File: config.mk
export PLATFORM = sky130hd
export DESIGN_NAME = instr_loader
export DESIGN_NICKNAME = d
export VERILOG_FILES = /design/src/rtl/instr_loader_pkg.sv /design/src/rtl/instr_loader_word_assembler.sv /design/src/rtl/instr_loader.sv
export SDC_FILE = /design/constraint.sdc
export NUM_CORES = 1
export LEC_CHECK = 0
export BUFFER_PORTS_ARGS = -buffer_cell sky130_fd_sc_hd__buf_4
export CORE_ASPECT_RATIO = 1.5
export CORE_UTILIZATION = 46
export DETAILED_ROUTE_END_ITERATION = 7
export PLACE_DENSITY = 0.69
export REMOVE_ABC_BUFFERS = 1
export SLEW_MARGIN = 10
export SYNTH_ARGS = -nofsm -noshare
export SYNTH_HDL_FRONTEND = slang
export SYNTH_SLANG_ARGS = --single-unit
File: constraint.sdc
create_clock -name clk -period 1.8 [get_ports clk]
set_clock_uncertainty 0.05 [all_clocks]
set_input_delay 0.27 -clock clk [delete_from_list [all_inputs] [get_ports clk]]
set_output_delay 0.27 -clock clk [all_outputs]
set_load 0.05 [all_outputs]
File: src/rtl/instr_loader_pkg.sv
// Shared types and constants for the instruction-memory program loader.
package loader_pkg;

  localparam int unsigned BYTE_W         = 8;
  localparam int unsigned BYTES_PER_WORD = 4;
  localparam int unsigned INSTR_WORDS    = 128;

  typedef enum logic [2:0] {
    IDLE  = 3'd0,
    LEN   = 3'd1,
    DATA  = 3'd2,
    WRITE = 3'd3,
    CHK   = 3'd4,
    DONE  = 3'd5,
    ERR   = 3'd6
  } state_t;

endpackage

File: src/rtl/instr_loader_word_assembler.sv
// Little-endian byte-to-word assembler: each loaded byte lands in the lane
// selected by a wrapping index; word_full flags the byte that completes a word.
module word_assembler
  import loader_pkg::*;
(
  input  logic                             clk,
  input  logic                             rst_n,
  input  logic                             clr,
  input  logic                             load,
  input  logic [BYTE_W-1:0]                byte_in,
  output logic [BYTES_PER_WORD*BYTE_W-1:0] word,
  output logic                             word_full
);

  localparam int unsigned IDX_W = $clog2(BYTES_PER_WORD);

  logic [IDX_W-1:0] idx;

  assign word_full = load && (idx == IDX_W'(BYTES_PER_WORD - 1));

  always_ff @(posedge clk or negedge rst_n) begin
    if (!rst_n) begin
      idx  <= '0;
      word <= '0;
    end else if (clr) begin
      idx  <= '0;
      word <= '0;
    end else if (load) begin
      word[{idx, 3'b000} +: BYTE_W] <= byte_in;
      idx                           <= idx + IDX_W'(1);
    end
  end

endmodule

File: src/rtl/instr_loader.sv
// Streams a length-prefixed byte image into instruction memory and holds the CPU
// in reset while loading. Optional checksum byte: define INSTR_LOADER_CHECKSUM_EN.
module instr_loader
  import loader_pkg::*;
#(
  parameter int unsigned ADDR_W = 7,
  parameter int unsigned DATA_W = 32
) (
  input  logic              clk,
  input  logic              rst_n,
  input  logic              start,
  input  logic [7:0]        byte_in,
  input  logic              byte_valid,
  output logic              byte_ready,
  output logic              mem_w_en,
  output logic [ADDR_W-1:0] mem_addr,
  output logic [DATA_W-1:0] mem_data,
  output logic              cpu_rst_n,
  output logic              busy,
  output logic              done,
  output logic              error
);

  state_t            state_q, state_d;
  logic              accept;
  logic              len_accept;
  logic              data_load;
  logic              word_full;
  logic              last_word;
  logic [7:0]        len_m1;
  logic [ADDR_W-1:0] last_addr_q;

  assign accept     = byte_valid && byte_ready;
  assign len_accept = accept && (state_q == LEN);
  assign data_load  = accept && (state_q == DATA);
  assign last_word  = (mem_addr == last_addr_q);
  // N=0 wraps to all-ones, i.e. a full 2^ADDR_W-word image
  assign len_m1     = byte_in - 8'd1;

`ifdef INSTR_LOADER_CHECKSUM_EN
  logic [7:0] csum_q;

  always_ff @(posedge clk or negedge rst_n) begin
    if (!rst_n) begin
      csum_q <= '0;
      error  <= 1'b0;
    end else begin
      error <= (state_d == ERR);
      if (len_accept)     csum_q <= '0;
      else if (data_load) csum_q <= csum_q ^ byte_in;
    end
  end
`else
  assign error = 1'b0;
`endif

  word_assembler u_asm (
    .clk       (clk),
    .rst_n     (rst_n),
    .clr       (len_accept),
    .load      (data_load),
    .byte_in   (byte_in),
    .word      (mem_data),
    .word_full (word_full)
  );

  // Next-state logic
  always_comb begin
    state_d = state_q;
    case (state_q)
      IDLE:  if (start) state_d = LEN;
      LEN:   if (accept) state_d = DATA;
      DATA:  if (word_full) state_d = WRITE;
      WRITE: begin
        if (!last_word) begin
          state_d = DATA;
        end else begin
`ifdef INSTR_LOADER_CHECKSUM_EN
          state_d = CHK;
`else
          state_d = DONE;
`endif
        end
      end
`ifdef INSTR_LOADER_CHECKSUM_EN
      CHK:   if (accept) state_d = (byte_in == csum_q) ? DONE : ERR;
`endif
      DONE:  if (start) state_d = LEN;
      ERR:   if (start) state_d = LEN;
      default: state_d = IDLE;
    endcase
  end

  // State register; outputs registered from the next state
  always_ff @(posedge clk or negedge rst_n) begin
    if (!rst_n) begin
      state_q     <= IDLE;
      byte_ready  <= 1'b0;
      mem_w_en    <= 1'b0;
      mem_addr    <= '0;
      last_addr_q <= '0;
      cpu_rst_n   <= 1'b1;
      busy        <= 1'b0;
      done        <= 1'b0;
    end else begin
      state_q    <= state_d;
      byte_ready <= (state_d == LEN) || (state_d == DATA) || (state_d == CHK);
      mem_w_en   <= (state_d == WRITE);
      busy       <= (state_d == LEN) || (state_d == DATA) ||
                    (state_d == WRITE) || (state_d == CHK);
      cpu_rst_n  <= (state_d == IDLE) || (state_d == DONE);
      done       <= (state_d == DONE);
      if (len_accept) begin
        mem_addr    <= '0;
        last_addr_q <= ADDR_W'(len_m1);
      end else if ((state_q == WRITE) && !last_word) begin
        mem_addr <= mem_addr + ADDR_W'(1);
      end
    end
  end

endmodule

==> results.md <==
- WL per Instance: 16.05 µm
- Commonest cells in the netlist: dfrtp_1 (55), nand2_1 (33), a22o_1 (19)
- First-pass GRT wire length: 10010 µm
- Ys async rst share: 1.000
- Area share of the largest cell type after synthesis: 0.5268
- Setup-failing EPs final: 0
- Proportion of layout cells with a drive suffix above 1: 0.3149
- I/O pin cnt: 57
- Via count: 2022
- RSZ-0062 raised after global routing: true
- Final instance area: 3297 µm²
- Hpwl dp: 4527 µm
- Crit path max fanout: 6
- Worst-path clk slew: 0.12 ns
- Setup Buffers After CTS: 0
- Clock Path Buffers: 2
- Nets: 326
- Cell leakage power: 1.631 nW
- Rows: 33
- Clock root buffer: clkbuf_8
- Area Growth Syn to Fin: 26.20%
- Worst EP arrival: 1.93 ns
- HP Class: input port to flip-flop
- DR iter-0 viols: 70
- Routed Antenna Nets: 0
- DR pass1 iterations: 4
- Slew Viols, Final: 0
- FMAX: 578.0 MHz
- Combinational fraction of design power: 0.520
- Final worst slack: 0.06996 ns
- Synthesized instance count: 239
- CTS sink cnt: 56
- Worst skew pair latency: 0.32 ns
- Rel. slew slack: 0.5386
- Placement Setup Slack: 0.06474 ns
- Peak supply drop: 0.0007224 V
- # fillers: 505
- Final non-filler cell total: 378
- Syn_area_per_cell: 10.93 µm²
- Internal power: 0.002900 W
- Die width: 63.53 µm
- Fin. Hold Viols: 0
- Post-synth EDFFs: 0
- Yosys cell types: 45
- Period minus WS final: 1.730 ns
- Initial antenna violation count: 0
- # H-tree levels: 2
- Synth warnings: 0
- Critical path class: flip-flop to flip-flop
- DR top layer: met4
- Largest cells by area after synthesis: dfrtp_1 (53%), a22o_1 (6.4%), nand2_1 (4.7%)
- Met2 wire len: 3335 µm
- Worst Max-Slew Pin Slew: 0.6921 ns
- GRT Total Usage: 0.2209
- Placement Cell Area: 3179 µm²
- Largest net degree at the start of global routing: 57
- Most used DFF post-synth: dfrtp_1
- Setup TNS: 0 ns
- Overflow left after global routing: 0
- Clock share of power: 0.134
- Sw power: 0.002574 W
- Most numerous cell in the Yosys netlist: dfrtp_1
- CP Launch Type: flip-flop
- Synth Register Bits: 56
- Worst Path Required: 2.00 ns
- DR WL met3: 166 µm
- CTS Buf Count: 5
- PD cells: 1660 nW/µm²
- DR vias/cell: 5.349
- Initial Utilization: 0.4793
- Antenna cells: 0
- RePlAce Congestion: 0.8838
- Sequential power share: 0.346
- Cell Area, Synth: 2613 µm²
- Residual DRC: 0
- Worst reg-to-reg setup slack: 0.07 ns
- Sw Share: 0.4702
- Post-synth top area cell: dfrtp_1
- Critical Path End Type: flip-flop
- Met1 WL: 2437 µm
- CTS tree: yes
- Core footprint: 5450 µm²
- Tcrit/Tclk final: 0.9611
- WL final: 6066 µm
- Max-Cap Viols: 0
- Post-synthesis sequential area ratio: 0.5369
- Via count of the first global-routing pass: 2023
- Util after Layout: 0.6049
- Die Ht: 94.30 µm
- Die area: 5991 µm²
- Placed Cells: 369
- Buffers on Ports: 55
- Status: complete, no violations
-- final timing paths --
| kind | from | end | cells after the start |
|---|---|---|---|
| max | last_addr_q[3] | cpu_rst_n | 5 |
| min | byte_in[7] | u_asm.word[15] | 2 |
| max reg2reg | last_addr_q[3] | cpu_rst_n | 5 |
| min reg2reg | u_asm.word[5] | u_asm.word[5] | 2 |
| max in group asynchronous | rst_n | state_q[0] | 2 |
| min in group asynchronous | rst_n | u_asm.word[6] | 2 |
-- power by group through the flow --
stage / Clock, W / Combinational (W) / Sequential (W)
finish: 0.000734 / 0.00285 / 0.00189
floorplan: 0 / 0.00106 / 0.00274
global placement: 0 / 0.00281 / 0.00191
detailed placement: 0 / 0.00284 / 0.00192
CTS: 0.000753 / 0.00285 / 0.00190
global route: 0.000812 / 0.00307 / 0.00193
-- critical path: stages, from the launching register on --
cell     delay [ns]
dfrtp_1        0.41
xor2_1         0.19
nor4_4         0.41
a21oi_2        0.17
a311o_1        0.32
a21oi_2        0.11
-- state kept, by name (all words and copies together), names as in the netlist --
| signal | cells |
|---|---|
| done | 1 |
| state_q | 3 |
| mem_addr | 7 |
| u_asm.idx | 2 |
| busy | 1 |
| u_asm.word | 32 |
| byte_ready | 1 |
| last_addr_q | 7 |
| cpu_rst_n | 1 |
| mem_w_en | 1 |
-- stage by stage --
step | total power, W | hold WS [ns]
2_1_floorplan | 0.003804 | -0.07559
3_3_place_gp | 0.004711 | 0.3166
3_5_place_dp | 0.004762 | 0.3164
4_1_cts | 0.005501 | 0.1461
5_1_grt | 0.005815 | 0.1358
6_report | 0.005473 | 0.1535
-- metal layers --
metal | track usage | vias to the layer above
met1 | 0.2577 | 991
met2 | 0.3980 | 47
met5 | 0 | -
met4 | 0.08333 | 0
li1 | - | 974
met3 | 0.04005 | 10
-- layout make-up --
type                            count  area, µm²  share of cell area
Sequential cell                    56       1403              0.4254
Multi-Input combinational cell    160       1115              0.3381
Timing Repair Buffer               74      558.0              0.1693
Tap cell                           70      87.58             0.02657
Clock buffer                        5      68.82             0.02087
Inverter                           10      37.54             0.01139
Clock inverter                      3      27.53            0.008349
-- placed cells by master (no fill, tap or decap), types with 6 or more instances in the layout --
| cell | instances |
|---|---|
| buf_4 | 73 |
| dfrtp_1 | 55 |
| nand2_1 | 33 |
| a22o_1 | 19 |
| o21ai_0 | 11 |
| inv_1 | 10 |
| nor2_1 | 10 |
| nand4_1 | 8 |
| xor2_1 | 7 |
| xnor2_1 | 7 |
| a21oi_1 | 7 |
| ha_1 | 7 |
| nand3_1 | 6 |
-- what timing repair did --
| item | in CTS | in global routing |
|---|---|---|
| resized for setup | 0 | 4 |
| endpoints found under the setup margin | 0 | 16 |
| hold endpoints to repair | 55 | 0 |
| hold buffers | 1 | 0 |
-- kinds of logic (layout without fill, tap and decap cells) --
logic type               after synthesis  in the layout  share of synthesized area
XOR/XNOR                              14             14                    0.04694
AND/OR/NAND/NOR                       79             79                     0.1657
AO/OA/AOI/OAI                         54             54                     0.1552
multiplexers                           5              5                    0.01964
adder cells (fa/ha/maj)                7              7                    0.03352
other                                  1              1                   0.001435
buffers and inverters                 23             92                    0.04071
flip-flops                            56             56                     0.5369
Note: power is estimated with default switching activity, not from simulation.
